--- config.mk ---
export PLATFORM = sky130hd
export DESIGN_NAME = ssqa_controller
export DESIGN_NICKNAME = d
export VERILOG_FILES = /design/src/rtl/ssqa_pkg.sv /design/src/rtl/ssqa_controller_q_schedule.sv /design/src/rtl/ssqa_controller.sv
export SDC_FILE = /design/constraint.sdc
export NUM_CORES = 1
export LEC_CHECK = 0
export ABC_AREA = 1
export CAP_MARGIN = 30
export CORE_ASPECT_RATIO = 0.9
export CORE_UTILIZATION = 35
export DETAILED_ROUTE_END_ITERATION = 8
export PLACE_DENSITY_LB_ADDON = 0.15
export SETUP_SLACK_MARGIN = 0.2
export SLEW_MARGIN = 20
export SYNTH_ARGS = -nofsm -noshare
export SYNTH_HDL_FRONTEND = slang
export SYNTH_SLANG_ARGS = --single-unit
--- constraint.sdc ---
create_clock -name clk -period 6.31 [get_ports clk]
set_input_delay 1.893 -clock clk [delete_from_list [all_inputs] [get_ports clk]]
set_output_delay 1.893 -clock clk [all_outputs]
set_load 0.01 [all_outputs]
--- src/rtl/ssqa_pkg.sv ---
// Shared definitions for the SSQA annealing controller: FSM state
// encodings and the spin-counter width helper.
package ssqa_pkg;

  typedef enum logic [3:0] {
    S_IDLE   = 4'd0,
    S_RESET  = 4'd1,
    S_MULT   = 4'd3,
    S_LMULT  = 4'd4,
    S_UPDATE = 4'd7,
    S_IRESET = 4'd9,
    S_FIN    = 4'd10
  } state_t;

  localparam int unsigned ADDR_W = 20;

  // Width of a counter that indexes n spins; the top derives SPIN_W from it.
  function automatic int unsigned spin_w(input int unsigned n);
    return $clog2(n);
  endfunction

endpackage

--- src/rtl/ssqa_controller_q_schedule.sv ---
// Temperature (Q) schedule arithmetic, purely combinational.
//   mode, beta, q, qmin, qmax : current level and latched schedule settings
//   q_init_c : starting level (clamped to qmax when qmin >= qmax)
//   q_step_c : next level, linear (mode 0) or exponential approach (mode 1)
module q_schedule
  import ssqa_pkg::*;
#(
  parameter int unsigned TEM_WIDTH = 8
) (
  input  logic                 mode,
  input  logic [3:0]           beta,
  input  logic [TEM_WIDTH-1:0] q,
  input  logic [TEM_WIDTH-1:0] qmin,
  input  logic [TEM_WIDTH-1:0] qmax,
  output logic [TEM_WIDTH-1:0] q_init_c,
  output logic [TEM_WIDTH-1:0] q_step_c
);

  // One guard bit so q + increment can never wrap before the clamp.
  localparam int unsigned GW = TEM_WIDTH + 1;

  logic [GW-1:0] q_g;
  logic [GW-1:0] qmax_g;
  logic [GW-1:0] diff_g;
  logic [GW-1:0] inc_g;
  logic [GW-1:0] sum_g;

  always_comb begin
    q_g    = GW'(q);
    qmax_g = GW'(qmax);
    diff_g = (q_g >= qmax_g) ? '0 : (qmax_g - q_g);
    if (mode) begin
      inc_g = diff_g >> beta;
      if (inc_g == '0) inc_g = GW'(1);
    end else begin
      inc_g = (beta == 4'd0) ? GW'(1) : GW'(beta);
    end
    sum_g    = q_g + inc_g;
    q_step_c = (sum_g > qmax_g) ? qmax : sum_g[TEM_WIDTH-1:0];
    q_init_c = (qmin >= qmax) ? qmax : qmin;
  end

endmodule

--- src/rtl/ssqa_controller.sv ---
// SSQA annealing sequencer: walks the J matrix row by row for every spin,
// steps the temperature Q through its schedule and repeats for several runs.
//   clk, rst_sys (sync, active-high), comp_en (rising edge starts), abort
//   tau, beta, Qmin, Qmax, runs, mode : job configuration, latched at start
//   en_read/en_mult/en_upd/rst_iter/rst_ini : BRAM and spin-array strobes
//   count_addr/count_spin/count_iter, Q, state, run_idx, busy, done : status
module ssqa_controller
  import ssqa_pkg::*;
#(
  parameter int unsigned N          = 800,
  parameter int unsigned M          = 20,
  parameter int unsigned TEM_WIDTH  = 8,
  parameter int unsigned ITER_WIDTH = 16
) (
  input  logic                  clk,
  input  logic                  rst_sys,
  input  logic                  comp_en,
  input  logic                  abort,
  input  logic [7:0]            tau,
  input  logic [3:0]            beta,
  input  logic [TEM_WIDTH-1:0]  Qmin,
  input  logic [TEM_WIDTH-1:0]  Qmax,
  input  logic [7:0]            runs,
  input  logic                  mode,
  output logic                  en_read,
  output logic                  en_mult,
  output logic                  en_upd,
  output logic                  rst_iter,
  output logic                  rst_ini,
  output logic [19:0]           count_addr,
  output logic [$clog2(N)-1:0]  count_spin,
  output logic [ITER_WIDTH-1:0] count_iter,
  output logic [TEM_WIDTH-1:0]  Q,
  output logic [3:0]            state,
  output logic [7:0]            run_idx,
  output logic                  busy,
  output logic                  done
);

  localparam int unsigned SPIN_W = spin_w(N);
  localparam logic [ADDR_W-1:0] N_A = ADDR_W'(N);
  localparam logic [SPIN_W-1:0] LAST_IDX = SPIN_W'(N - 1);

  // Elaboration-time parameter sanity checks.
  if (N < 2 || (N * N) > (1 << ADDR_W)) begin : g_bad_n
    $error("ssqa_controller: N must satisfy 2 <= N and N*N <= 2^20");
  end
  if (M < 1) begin : g_bad_m
    $error("ssqa_controller: M must be at least 1");
  end

  state_t state_q, state_n;

  logic                  comp_en_q;
  logic [SPIN_W-1:0]     col_q, col_n;
  logic                  drain_q, drain_n;
  logic [7:0]            sweep_q, sweep_n;
  logic [SPIN_W-1:0]     spin_n;
  logic [ITER_WIDTH-1:0] iter_n;
  logic [TEM_WIDTH-1:0]  q_n;
  logic [7:0]            run_n;

  logic [7:0]            tau_q, tau_n;
  logic [3:0]            beta_q, beta_n;
  logic [TEM_WIDTH-1:0]  qmin_q, qmin_n;
  logic [TEM_WIDTH-1:0]  qmax_q, qmax_n;
  logic [7:0]            runs_q, runs_n;
  logic                  mode_q, mode_n;

  logic [7:0]            tau_eff;
  logic [7:0]            last_run;
  logic [TEM_WIDTH-1:0]  q_init_c;
  logic [TEM_WIDTH-1:0]  q_step_c;

  // Zero tau/runs mean one sweep per level / one run.
  assign tau_eff  = (tau_q == 8'd0) ? 8'd1 : tau_q;
  assign last_run = (runs_q == 8'd0) ? 8'd0 : (runs_q - 8'd1);
  assign state    = state_q;

  q_schedule #(
    .TEM_WIDTH (TEM_WIDTH)
  ) u_q_schedule (
    .mode     (mode_q),
    .beta     (beta_q),
    .q        (Q),
    .qmin     (qmin_q),
    .qmax     (qmax_q),
    .q_init_c (q_init_c),
    .q_step_c (q_step_c)
  );

  // Next-state and next-datapath logic.
  always_comb begin
    state_n = state_q;
    col_n   = col_q;
    drain_n = drain_q;
    sweep_n = sweep_q;
    spin_n  = count_spin;
    iter_n  = count_iter;
    q_n     = Q;
    run_n   = run_idx;
    tau_n   = tau_q;
    beta_n  = beta_q;
    qmin_n  = qmin_q;
    qmax_n  = qmax_q;
    runs_n  = runs_q;
    mode_n  = mode_q;

    case (state_q)
      S_IDLE: begin
        if (comp_en && !comp_en_q) begin
          state_n = S_RESET;
          tau_n   = tau;
          beta_n  = beta;
          qmin_n  = Qmin;
          qmax_n  = Qmax;
          runs_n  = runs;
          mode_n  = mode;
          col_n   = '0;
          drain_n = 1'b0;
          sweep_n = '0;
          spin_n  = '0;
          iter_n  = '0;
          run_n   = '0;
        end
      end
      S_RESET: begin
        q_n     = q_init_c;
        state_n = S_MULT;
      end
      S_MULT: begin
        drain_n = 1'b0;
        if (col_q == LAST_IDX) begin
          col_n   = '0;
          state_n = S_LMULT;
        end else begin
          col_n = col_q + SPIN_W'(1);
        end
      end
      // Two drain cycles cover the BRAM read and the multiply stage.
      S_LMULT: begin
        if (drain_q) state_n = S_UPDATE;
        else         drain_n = 1'b1;
      end
      S_UPDATE: begin
        state_n = S_MULT;
        if (count_spin != LAST_IDX) begin
          spin_n = count_spin + SPIN_W'(1);
        end else begin
          spin_n = '0;
          iter_n = count_iter + ITER_WIDTH'(1);
          if ((sweep_q + 8'd1) == tau_eff) begin
            sweep_n = '0;
            if (Q == qmax_q) state_n = S_IRESET;
            else             q_n     = q_step_c;
          end else begin
            sweep_n = sweep_q + 8'd1;
          end
        end
      end
      S_IRESET: begin
        q_n     = q_init_c;
        iter_n  = '0;
        sweep_n = '0;
        if (run_idx == last_run) begin
          state_n = S_FIN;
        end else begin
          run_n   = run_idx + 8'd1;
          state_n = S_MULT;
        end
      end
      S_FIN: begin
        if (!comp_en) state_n = S_IDLE;
      end
      default: state_n = S_IDLE;
    endcase

    if (abort && (state_q != S_IDLE)) state_n = S_IDLE;
  end

  // State, datapath and strobe registers; strobes decode the next state so
  // each one is high exactly while the FSM sits in its state.
  always_ff @(posedge clk) begin
    if (rst_sys) begin
      state_q    <= S_IDLE;
      comp_en_q  <= 1'b1;  // a level held high through reset is not an edge
      col_q      <= '0;
      drain_q    <= 1'b0;
      sweep_q    <= '0;
      count_spin <= '0;
      count_iter <= '0;
      count_addr <= '0;
      Q          <= '0;
      run_idx    <= '0;
      tau_q      <= '0;
      beta_q     <= '0;
      qmin_q     <= '0;
      qmax_q     <= '0;
      runs_q     <= '0;
      mode_q     <= 1'b0;
      en_read    <= 1'b0;
      en_mult    <= 1'b0;
      en_upd     <= 1'b0;
      rst_iter   <= 1'b0;
      rst_ini    <= 1'b0;
      busy       <= 1'b0;
      done       <= 1'b0;
    end else begin
      state_q    <= state_n;
      comp_en_q  <= comp_en;
      col_q      <= col_n;
      drain_q    <= drain_n;
      sweep_q    <= sweep_n;
      count_spin <= spin_n;
      count_iter <= iter_n;
      count_addr <= (ADDR_W'(spin_n) * N_A) + ADDR_W'(col_n);
      Q          <= q_n;
      run_idx    <= run_n;
      tau_q      <= tau_n;
      beta_q     <= beta_n;
      qmin_q     <= qmin_n;
      qmax_q     <= qmax_n;
      runs_q     <= runs_n;
      mode_q     <= mode_n;
      en_read    <= (state_n == S_MULT);
      en_mult    <= (state_n == S_MULT) || (state_n == S_LMULT);
      en_upd     <= (state_n == S_UPDATE);
      rst_iter   <= (state_n == S_IRESET);
      rst_ini    <= (state_n == S_RESET);
      busy       <= (state_n != S_IDLE) && (state_n != S_FIN);
      done       <= (state_n == S_FIN);
    end
  end

endmodule
==> results.cfg <==
[sta]
fin_crit_ps = 5610
finalClockSkew_ps = 11.5
final_max_slew_viol_count = 0
tns_ps = 0
fmax_ghz = 0.178
final-hold-violation-count = 0
setup_viol = 0
grt_setup_unrepaired = no
worst_slew_pin_slew_ps = 782
period_share = 0.889
slew_headroom = 0.477

[worst_setup_path]
crit_path_start_kind = input port
end_kind = register
worstSetupPathType = in2reg
worstPathMaxFanout = 8
r2r_slack_ps = 830
cp.required_ps = 6610
r2r.worst_path.cells = 38
worstReg2RegEnd = Q[4]
worstPathArrival_ps = 5920
r2r_start = Q[6]
crit_start = comp_en

[synthesis]
yosysSeqAreaShare = 0.290
ys_warn_count = 0
syn-mean-instance-area_um2 = 6.76
syn_nets = 1403
syn_area_um2 = 8630
synth_cell_types = 50
synth_edf_count = 0
synthCells = 1276
ys_async_sr_fraction = 0
synth_flop_cell = dfxtp_1
ys_ff_latch = 125

[cts]
root_buffer = clkbuf_16
clk_path_buf_depth = 2
cts_tree = built
path_clk_slew_ps = 60
cts_sinks = 125
clk_latency_ps = 420
cts-htree-levels = 4
cts_buffers = 17

[routing]
drt_pass1_iterations = 5
dr_wl_met2_um = 10400
drc = 0
wl_met3_um = 1020
avgViaCountPerCell = 5.02
num_vias = 8597
dr.max_layer_used = met4
met1_length_um = 12200
ant_nets = 0
first_iter_violations = 485
wire_per_inst_um = 14.0
wl_um = 24000

[global_routing]
grt_pass1_vias = 8024
grt_pass1_wl_um = 39600
track_usage = 0.194
grt_max_degree = 63
grt.overflow.total = 0
antenna_found_initial = 1

[pwr]
p_comb_frac = 0.231
clockPowerShare = 0.422
p_leak_uw = 0.00477
power.density_nw_per_um2 = 223
peakVddDrop_mv = 0.115
p_switching_uw = 758
p_int_uw = 1640
p_seq_frac = 0.347
switching_share = 0.317

[floorplanning]
fp.coreArea_um2 = 24200
die-area_um2 = 25300
rows = 54
initial_utilization = 0.357
io_pins = 114
die_x_um = 167
die_h_um = 151

[finish]
post-route-util = 0.443
syn2layout_area_growth_pct = 24.2
final_common_cell = nand2_1
drive_gt1_frac = 0.0591
final_cell_mix = nand2_1 (253), inv_1 (178), a21oi_1 (130), nor2_1 (130), dfxtp_1 (125)
nets = 1520

[worst_hold_path]
hold_path_class = reg2reg
whs_path_depth = 2
hold_path_end = drain_q
min_from = drain_q

[outcome]
status = finished, final reports clean

[placement]
io_buffer_count = 113
dpl.hpwl_um = 18200
globalplace.congestion = 0.864

[flow_run]
max_cap_violations = 0
-- layout make-up --
cell class / count / area (um^2)
clock buffers: 17 / 425
well taps: 308 / 385
inverters: 186 / 698
multi-input cells: 934 / 5290
clock inverters: 14 / 170
diodes: 1 / 2.50
flip-flops and latches: 125 / 2500
repair buffers: 129 / 1240
fillers: 2530 / 13500
-- synth_stat cells (3+ instances only) --
| cell | instances | share of area |
|---|---|---|
| inv_2 | 4 | 0.0017 |
| buf_4 | 6 | 0.0052 |
| nor4_1 | 3 | 0.0022 |
| o21ai_0 | 99 | 0.057 |
| o211ai_1 | 3 | 0.0026 |
| nand2_2 | 4 | 0.0029 |
| xor2_1 | 27 | 0.027 |
| nand3b_1 | 3 | 0.0026 |
| or2_2 | 6 | 0.0044 |
| clkbuf_1 | 21 | 0.0091 |
| xnor2_1 | 11 | 0.011 |
| nor2_1 | 131 | 0.057 |
| a211oi_1 | 6 | 0.0052 |
| nor2_4 | 3 | 0.0039 |
| nand2_1 | 253 | 0.11 |
| dfxtp_1 | 125 | 0.29 |
| fa_1 | 8 | 0.019 |
| nor3_1 | 19 | 0.011 |
| inv_1 | 180 | 0.078 |
| ha_1 | 78 | 0.11 |
| nand3_2 | 3 | 0.0035 |
| a21oi_1 | 130 | 0.075 |
| nor2_2 | 4 | 0.0029 |
| nand4_1 | 24 | 0.017 |
| nand3_1 | 92 | 0.053 |
-- metrics by stage --
step,cell area [um^2],hold slack [ps],setup WS [ps],instances,power (uW)
after floorplan,8630,441,905,1276,1230
after global placement,10100,452,250,1677,1380
after detailed placement,10100,461,178,1677,1390
after CTS,10700,470,525,1708,2410
after global routing,10700,481,205,1713,2530
final,10700,474,698,1714,2390
-- worst max-delay path: stages --
cell             delay (ps)
clkdlybuf4s50_1         480
inv_1                    60
nor2_1                   80
inv_1                    60
nor2_2                  170
nor2_4                   80
buf_4                   150
nand2_1                  60
nand2_1                 130
ha_1                    330
ha_1                    310
fa_1                    480
ha_1                    340
inv_1                   100
nor3_1                  170
nand2_1                  70
o211ai_1                120
xnor2_1                 150
nor2_1                  220
nand2_1                  80
nor2_1                  120
nand2_1                  80
o21ai_0                 140
a21oi_1                  50
-- metal layers --
layer  up-vias  GRT usage
met1      3935      0.271
met4         0     0.0619
met2       180      0.304
li1       4452          -
met5         -          0
met3        30     0.0319
-- kinds of logic after synthesis --
group / count (synthesis) / share of synthesized area
AND/OR/NAND/NOR: 553 / 0.284
AO/OA/AOI/OAI: 257 / 0.159
buffers and inverters: 217 / 0.0973
flip-flops: 125 / 0.290
adder cells (fa/ha/maj): 86 / 0.132
XOR/XNOR: 38 / 0.0386
-- sequential cells by signal, summed over array words and instances (netlist names), named ones only --
name        cells
Q               8
beta_q          4
busy            1
col_q           5
comp_en_q       1
count_addr     15
count_iter     16
count_spin     10
done            1
drain_q         1
en_mult         1
en_read         1
en_upd          1
mode_q          1
qmax_q          8
qmin_q          8
rst_ini         1
rst_iter        1
run_idx         8
runs_q          8
state           4
sweep_q         8
tau_q           8
-- worst max-delay path by stage --
stage                                 to  depth (start not counted)
after detailed placement  count_addr[19]                         26
final                     count_addr[19]                         24
after global routing                Q[3]                         38
after CTS                           Q[4]                         37
after floorplan           count_addr[19]                         25
after global placement    count_addr[19]                         26
-- power by group through the flow --
stage	clock network [uW]	registers, uW	logic [uW]
after floorplan	0	841	390
final	1010	830	554
after global placement	0	847	536
after detailed placement	0	846	541
after CTS	1040	829	545
after global routing	1070	832	629
-- repair_timing --
| item | CTS | global route |
|---|---|---|
| buffers inserted | 0 | 4 |
| endpoints found under the setup margin | 0 | 9 |
| hold buffers | 0 | 0 |
| gates resized for setup | 0 | 2 |
Power figures use the tool's default switching activity.
